--- src/rtl/ym3438_slot_acc.sv ---
// Slot-serial accumulator ring: SLOTS words circulate through a two-phase
// master/slave shift chain; the head word is cleared, loaded or stepped each slot.
module ym3438_slot_acc #(
    parameter int DATA_WIDTH = 10,
    parameter int SLOTS      = 24,
    parameter int STEP_WIDTH = 4,
    parameter int SATURATE   = 0
) (
    input  logic                     MCLK,
    input  logic                     reset_n,
    input  logic                     c1,
    input  logic                     c2,
    input  logic                     clr,
    input  logic                     load,
    input  logic [DATA_WIDTH-1:0]    load_val,
    input  logic [STEP_WIDTH-1:0]    step,
    output logic [DATA_WIDTH-1:0]    val,
    output logic                     c_out,
    output logic [$clog2(SLOTS)-1:0] slot,
    output logic                     sync
);

    localparam int SW = $clog2(SLOTS);
    localparam logic [SW-1:0] LAST_SLOT = SW'(SLOTS - 1);

    logic [DATA_WIDTH-1:0] r_m [SLOTS];
    logic [DATA_WIDTH-1:0] r_s [SLOTS];
    logic [SW-1:0]         r_slot;

    logic [DATA_WIDTH-1:0] w_head;
    logic [DATA_WIDTH-1:0] w_base;
    logic [DATA_WIDTH:0]   w_step_ext;
    logic [DATA_WIDTH:0]   w_sum;
    logic [DATA_WIDTH-1:0] w_nxt;
    logic                  w_cout;

    assign w_head     = r_s[SLOTS-1];
    assign w_base     = load ? load_val : w_head;
    assign w_step_ext = {{(DATA_WIDTH + 1 - STEP_WIDTH){1'b0}}, step};
    assign w_sum      = {1'b0, w_base} + w_step_ext;

    // clr wins over load and step; saturation clamps instead of wrapping
    always_comb begin
        w_nxt  = w_sum[DATA_WIDTH-1:0];
        w_cout = w_sum[DATA_WIDTH];
        if (clr) begin
            w_nxt  = '0;
            w_cout = 1'b0;
        end else if (SATURATE != 0) begin
            if (w_sum[DATA_WIDTH]) begin
                w_nxt  = '1;
                w_cout = 1'b1;
            end
        end
    end

    // c1 and c2 on one edge both read pre-edge state, so s takes the old m
    always_ff @(posedge MCLK) begin
        if (!reset_n) begin
            for (int k = 0; k < SLOTS; k++) begin
                r_m[k] <= '0;
                r_s[k] <= '0;
            end
            r_slot <= '0;
        end else begin
            if (c1) begin
                r_m[0] <= w_nxt;
                for (int k = 1; k < SLOTS; k++) begin
                    r_m[k] <= r_s[k-1];
                end
            end
            if (c2) begin
                for (int k = 0; k < SLOTS; k++) begin
                    r_s[k] <= r_m[k];
                end
                r_slot <= (r_slot == LAST_SLOT) ? '0 : r_slot + 1'b1;
            end
        end
    end

    assign val   = w_head;
    assign c_out = w_cout;
    assign slot  = r_slot;
    assign sync  = (r_slot == LAST_SLOT);

endmodule

--- config.mk ---
export PLATFORM = sky130hd
export DESIGN_NAME = ym3438_slot_acc
export DESIGN_NICKNAME = d
export VERILOG_FILES = /design/src/rtl/ym3438_slot_acc.sv
export SDC_FILE = /design/constraint.sdc
export NUM_CORES = 1
export LEC_CHECK = 0
export BUFFER_PORTS_ARGS = -buffer_cell sky130_fd_sc_hd__buf_2
export CAP_MARGIN = 25
export CORE_MARGIN = 5
export CORE_UTILIZATION = 62
export DETAILED_ROUTE_END_ITERATION = 7
export PLACE_DENSITY = 0.9
export SETUP_SLACK_MARGIN = 0.1
export SLEW_MARGIN = 40
export SYNTH_ARGS = -nofsm -noshare
export SYNTH_HDL_FRONTEND = slang
export SYNTH_SLANG_ARGS = --single-unit
--- constraint.sdc ---
create_clock -name MCLK -period 12.6 [get_ports MCLK]
set_clock_uncertainty 0.2 [all_clocks]
set_input_delay 3.78 -clock MCLK [delete_from_list [all_inputs] [get_ports MCLK]]
set_output_delay 3.78 -clock MCLK [all_outputs]
set_load 0.03 [all_outputs]
==> metrics, run 1 <==
I/O Pins 37; DRC 0; Syn Inst Count 1142; worst-path cell chain buf_2 -> mux2_2 -> ha_1 -> fa_1 -> a21o_1 -> a21o_2 -> nand2_1 -> nor4_2 -> buf_2; Reg area 0.0145 mm²; total chip power 3.41 mW; TritonRoute pass-1 iters 5; port bufs 36; Placer Congestion 0.802; dpl ws 2.62 ns; max cap viols 0; biggest area consumer among synthesized cells edfxtp_1; setup TNS 0 ns; post-synthesis sequential area ratio 78.1%; Worst EP arrival 5.99 ns; crit path buf inv count 2; cts hold-fix bufs 0; final worst-path cycle share 79.1%; routed via count 9287; gr usage total 19.2%; vias per cell 5.97; slew margin rel. 47.7%; ant diodes 0; synth warn 0; H-tree Lvls 2; startpoint types input pin; PwrDens 167 mW/mm²; Net Switching 0.693 mW; dpl cell area 0.0190 mm²; Max Fclk 100 MHz; Post-CTS Setup Inserts 0; maximum VDD drop 0.0962 mV; Setup-failing EPs final 0; pin count of the biggest net entering global routing 136; max-slew violation count 0; status completed; total gr overflow 0; Syn Nets 1168; Bufs on Longest Clock Path 3; Inst Count DP 1475; final wirelength 32.3 mm; layout cells sized above 1 11.1%; Worst-Margin Slew 0.785 ns; initial cell density of the core 62.7%; Die H 183 µm; Leak Pwr 8.98 nW; Crit. End Element output pin; TritonCTS Buffers 46; Clk pwr share 39.5%; CTS Root Cell clkbuf_16; final worst slack 2.63 ns; Reg power frac 56.2%; Synth area leaders edfxtp_1, and3_1, and2_1; drt wl/cell 20.8 µm; final core occ 69.0%; initial antenna violation count 0; Hold Violations, Final 0; slowest library cell on the worst path fa_1; switching share of power 20.3%; post-route insts no fill 1555; post-route cell area 0.0204 mm²; Resized cells post-CTS 0; DP HPWL 15.6 mm; CTS tree built; logic gate share of total power 4.3%; multi-input logic area 0.00362 mm²; final critical-path required period 9.97 ns; die width 183 µm; Die ar. 0.0335 mm²; fillers 1699; FF+latch count, synth 485; RSZ-0062 raised after global routing no; syn avg cell area 16.3 µm²; clock latency on the worst-skew pair 0.54 ns; Num Clock Sinks 485; worst hold path type flip-flop to flip-flop; critical path class input pin to output pin; clk slew on worst S/H paths 0.07 ns; num rows 63; crit-path max cell delay 0.44 ns; Antenna Violating Nets Remaining 0; Core ar. 0.0296 mm²; cell family with most CP delay adder cells; Layout area overhead 9.93%; CP required 8.62 ns; vias in the first global route 9519; Synth Cell Area 0.0186 mm²; crit path max fanout 15; Int Pwr 2.72 mW; Min Hold Slack 0.317 ns; Initial DRC Count 824; NumNets Final 1159; first-pass GRT wire length 51.5 mm; Unique masters post-synth 43; top-area cell type share of the netlist area 77.5%; most frequent CP cell buf_2
[registers in the layout, indices dropped and copies added (netlist names)]
register / flops
slot: 5
r_s: 240
r_m: 240
[power by group through the flow]
stage	clock (mW)	combinational [mW]	sequential, mW
detailed placement	0	0.143	1.95
CTS	1.37	0.146	1.92
global route	1.44	0.159	1.92
floorplan	0	0.107	1.95
global placement	0	0.134	1.94
finish	1.35	0.145	1.92
[cells by family after synthesis]
| logic type | Yosys count | synth area share, % |
|---|---|---|
| AO/OA/AOI/OAI | 21 | 0.794 |
| XOR/XNOR | 2 | 0.0942 |
| adder cells (fa/ha/maj) | 6 | 0.444 |
| buffers and inverters | 106 | 2.55 |
| flip-flops | 485 | 78.1 |
| multiplexers | 12 | 0.781 |
| AND/OR/NAND/NOR | 510 | 17.3 |
[synth_stat cells, drive strengths merged]
cell type,instances
nand2b,3
xnor2,2
fa,1
a21oi,9
and2,124
o22ai,1
nor2b,3
o21bai,1
edfxtp,480
clkbuf,81
nor3,2
nand4,3
ha,5
mux2i,5
nor3b,3
mux2,7
and3,350
nand3,6
nand4b,1
a211o,1
o21ai,1
a211oi,3
or2,1
nor4,1
nor2,5
nand2,6
buf,24
and4b,1
inv,1
dfxtp,5
nand3b,1
a21o,5
[path summary, 6_finish.rpt]
path,startpoint,end,slack [ns],cells after the start
setup / recovery,load,c_out,2.63,9
setup reg to reg,r_s[2][70],r_m[0][8],10.04,7
hold reg to reg,r_s[2][66],r_m[0][236],0.32,1
hold / removal,r_s[2][66],r_m[0][236],0.32,1
[area by class of cell]
class	instances	share of cell area, %
well taps	390	2.39
clock inverters	21	1.14
repair buffers	48	1.76
multi-input cells	551	17.7
inverters	1	0.0184
clock buffers	59	5.97
flip-flops and latches	485	71.0
[per-layer routing]
metal	share of wire (%)	GRT usage, %	vias up
li1	-	-	4260
met1	43	27.5	4653
met2	49	30.7	306
met3	5.2	3.35	68
met4	2.8	6.44	0
met5	0	0	-
[layout by cell type (no fill, tap or decap), types with 2 or more instances in the layout]
master and count:
clkinv_2 6, clkbuf_1 12, dfxtp_1 5, buf_12 2, clkinv_1 7, buf_6 8, inv_6 2, buf_4 3
bufinv_16 5, a21oi_2 2, a21oi_1 7, nand2b_4 2, clkbuf_16 47, edfxtp_1 480, nor2b_1 3, and3_1 350
nor3_1 2, mux2_2 6, buf_2 33, ha_1 5, xnor2_1 2, a21o_2 2, nor2_1 5, nand3_1 6
mux2i_1 3, and2_1 124, a21o_1 3, nor3b_2 2, nand4_1 2, a211oi_1 2, nand2_1 6
Power figures use the tool's default switching activity.
==> run 2, diff against run 1 <==
--- a/config.mk
+++ b/config.mk
@@ -5,6 +5,7 @@
 export SDC_FILE = /design/constraint.sdc
 export NUM_CORES = 1
 export LEC_CHECK = 0
+export ABC_AREA = 1
 export BUFFER_PORTS_ARGS = -buffer_cell sky130_fd_sc_hd__buf_2
 export CAP_MARGIN = 25
 export CORE_MARGIN = 5
==> constraint.sdc (replaced) <==
create_clock -name MCLK -period 10.1 [get_ports MCLK]
set_clock_uncertainty 0.2 [all_clocks]
set_input_delay 3.03 -clock MCLK [delete_from_list [all_inputs] [get_ports MCLK]]
set_output_delay 3.03 -clock MCLK [all_outputs]
set_load 0.03 [all_outputs]
==> run 2 against run 1 <==
Effect of this change: worst hold slack worse by 0.012 ns; power rose by 24%; clock power is 21% higher; utilization is 0.17 points lower; synthesized cell count is 41% higher; cell count increased by 33%.
==> metrics, run 2 <==
RSZ-0062 raised after global routing no; CP required 6.87 ns (-1.75 ns); Antenna Violating Nets Remaining 0 (unchanged); PwrDens 201 mW/mm² (+21%); DRC 0 (unchanged); worst-path cell chain buf_2 -> inv_2 -> nand2_1 -> nand2_1 -> ha_1 -> fa_1 -> nand2_1 -> nand2_1 -> nand2_1 -> nand2_1 -> nand2_1 -> inv_2 -> nand2_1 -> nor3_1 -> buf_2; Crit. End Element output pin; Setup-failing EPs final 0 (unchanged); Synth Cell Area 0.0190 mm² (+2.2%); post-route insts no fill 2064 (+33%); NumNets Final 1659 (+43%); final worst slack 2.02 ns (-0.609 ns); FF+latch count, synth 485 (unchanged); CTS tree built; Die H 185 µm (+1.0%); cell family with most CP delay simple AND/OR/NAND/NOR gates; most used routing layer met2; top-area cell type share of the netlist area 75.9% (-1.6 points); Num Clock Sinks 485 (unchanged); critical path class input pin to output pin; Max Fclk 124 MHz; die width 185 µm (+1.0%); slowest library cell on the worst path fa_1; most frequent cell after synthesis inv_1; most frequent cells in the layout inv_1, edfxtp_1, nor2_1; TritonRoute pass-1 iters 5 (unchanged); DP HPWL 16.0 mm (+2.8%); port bufs 36 (unchanged); Resized cells post-CTS 0 (unchanged); clk slew on worst S/H paths 0.06 ns (about the same); gr usage total 18.5% (-0.69 points); post-synthesis sequential area ratio 76.4% (-1.6 points); pin count of the biggest net entering global routing 107 (-21%); Layout area overhead 10.2%; crit path buf inv count 4 (+2); slew margin rel. 46.5% (-1.1 points); Unique masters post-synth 29 (-33%); startpoint types input pin; grt met2 use 32.6% (+1.9 points); max cap viols 0 (unchanged); initial antenna violation count 0 (unchanged); layout cells sized above 1 7.37% (-3.7 points); number of synthesized flops with an enable pin 480 (unchanged); num rows 64 (+1.6%); Syn Nets 1631 (+40%); Leak Pwr 9.25 nW (+3.0%); I/O Pins 37 (unchanged); Core ar. 0.0304 mm² (+2.7%); Bufs on Longest Clock Path 3 (unchanged); final wirelength 31.4 mm (-2.9%); worst hold path type flip-flop to flip-flop; Die ar. 0.0342 mm² (+2.0%); CTS Root Cell clkbuf_16; most common cell after layout, fill and taps aside inv_1; Inst Count DP 1981 (+34%); Syn Inst Count 1605 (+41%); H-tree Lvls 2 (unchanged); dpl ws 2.06 ns (-0.559 ns); cts hold-fix bufs 0 (unchanged); routed via count 10147 (+9.3%); vias per cell 4.92 (-18%); setup TNS 0 ns (unchanged); fillers 1862 (+9.6%); vias in the first global route 10462 (+9.9%); crit-path max cell delay 0.40 ns (-0.04 ns); synth warn 0 (unchanged); TritonCTS Buffers 46 (unchanged); initial cell density of the core 62.4% (-0.31 points); synth cell count leaders inv_1, edfxtp_1, nor2_1, nand2_1, buf_2; status completed; final worst-path cycle share 80.0%; top_reg_cell synth edfxtp_1; drt wl/cell 15.2 µm (-27%); ant diodes 0 (unchanged); Hold Violations, Final 0 (unchanged); clock latency on the worst-skew pair 0.55 ns (about the same); biggest area consumer among synthesized cells edfxtp_1; crit path max fanout 11 (-4); ys async rst share 0% (unchanged); Worst EP arrival 4.85 ns (-1.14 ns); max-slew violation count 0 (unchanged); total gr overflow 0 (unchanged); met1 Use GR 23.9% (-3.6 points); final critical-path required period 8.08 ns; Initial DRC Count 922 (+12%); Post-CTS Setup Inserts 0 (unchanged); most frequent CP cell nand2_1; maximum VDD drop 0.192 mV (+100%); Synth area leaders edfxtp_1, inv_1, nor2_1; first-pass GRT wire length 50.6 mm (-1.8%); GR Util met3 2.79% (-0.56 points); Placer Congestion 0.859 (+7.1%); Worst-Margin Slew 0.802 ns (+0.0169 ns); syn avg cell area 11.8 µm² (-27%)
## run 2: path summary, 6_finish.rpt
kind	slack (ns)	from	depth (start not counted)	to
min	0.30	r_s[2][13]	2	r_m[0][183]
max reg2reg	7.76	r_s[2][70]	12	r_m[0][6]
min reg2reg	0.30	r_s[2][13]	2	r_m[0][183]
max	2.02	load	15	c_out
## run 2: layout make-up
| cell class | count | area, µm² | area share, % |
|---|---|---|---|
| sequential | 485 | 14500 | 69.3 |
| multi-input combinational | 570 | 2370 | 11.3 |
| inverter | 487 | 1830 | 8.73 |
| clock buffer | 58 | 1260 | 6.02 |
| tap | 396 | 495 | 2.37 |
| timing repair buffer | 43 | 312 | 1.49 |
| clock inverter | 25 | 153 | 0.729 |
## run 2: layer usage
layer  vias up  routed length (µm)
met2       245               16500
met5         -                   0
met4         0                 760
li1       4896                   -
met3        55                1270
met1      4951               12800
## run 2: metrics by stage
step | util, % | instance area, µm² | hold slack, ns | power (mW)
after floorplan | - | 19000 | 0.281 | 2.58
after global placement | 63.9 | 19400 | 0.289 | 2.61
after detailed placement | 64.1 | 19500 | 0.288 | 2.63
after CTS | 68.8 | 20900 | 0.306 | 4.24
after global routing | 68.8 | 20900 | 0.326 | 4.36
final | 68.8 | 20900 | 0.305 | 4.22
## run 2: worst register-to-register path: stages (launching register included)
cell	delay (ns)
edfxtp_1	0.43
nand2_1	0.10
nand2_1	0.06
ha_1	0.20
fa_1	0.40
nand2_1	0.08
nand2_1	0.05
nand2_1	0.06
nand2_1	0.06
nand2_1	0.11
inv_2	0.07
a21oi_1	0.20
nor2_1	0.07
## run 2: kinds of logic after synthesis
| family | Yosys count | share of synthesized area (%) |
|---|---|---|
| flip-flops | 485 | 76.4 |
| AND/OR/NAND/NOR | 549 | 11.3 |
| XOR/XNOR | 2 | 0.0922 |
| AO/OA/AOI/OAI | 13 | 0.422 |
| buffers and inverters | 550 | 11.4 |
| adder cells (fa/ha/maj) | 6 | 0.435 |
## run 2: power breakdown
group          leakage, nW  total [mW]  switching, mW  internal [mW]
sequential            5.35        2.39         0.0418           2.35
combinational         3.20       0.197          0.148         0.0489
clock                0.690        1.63          0.697          0.929
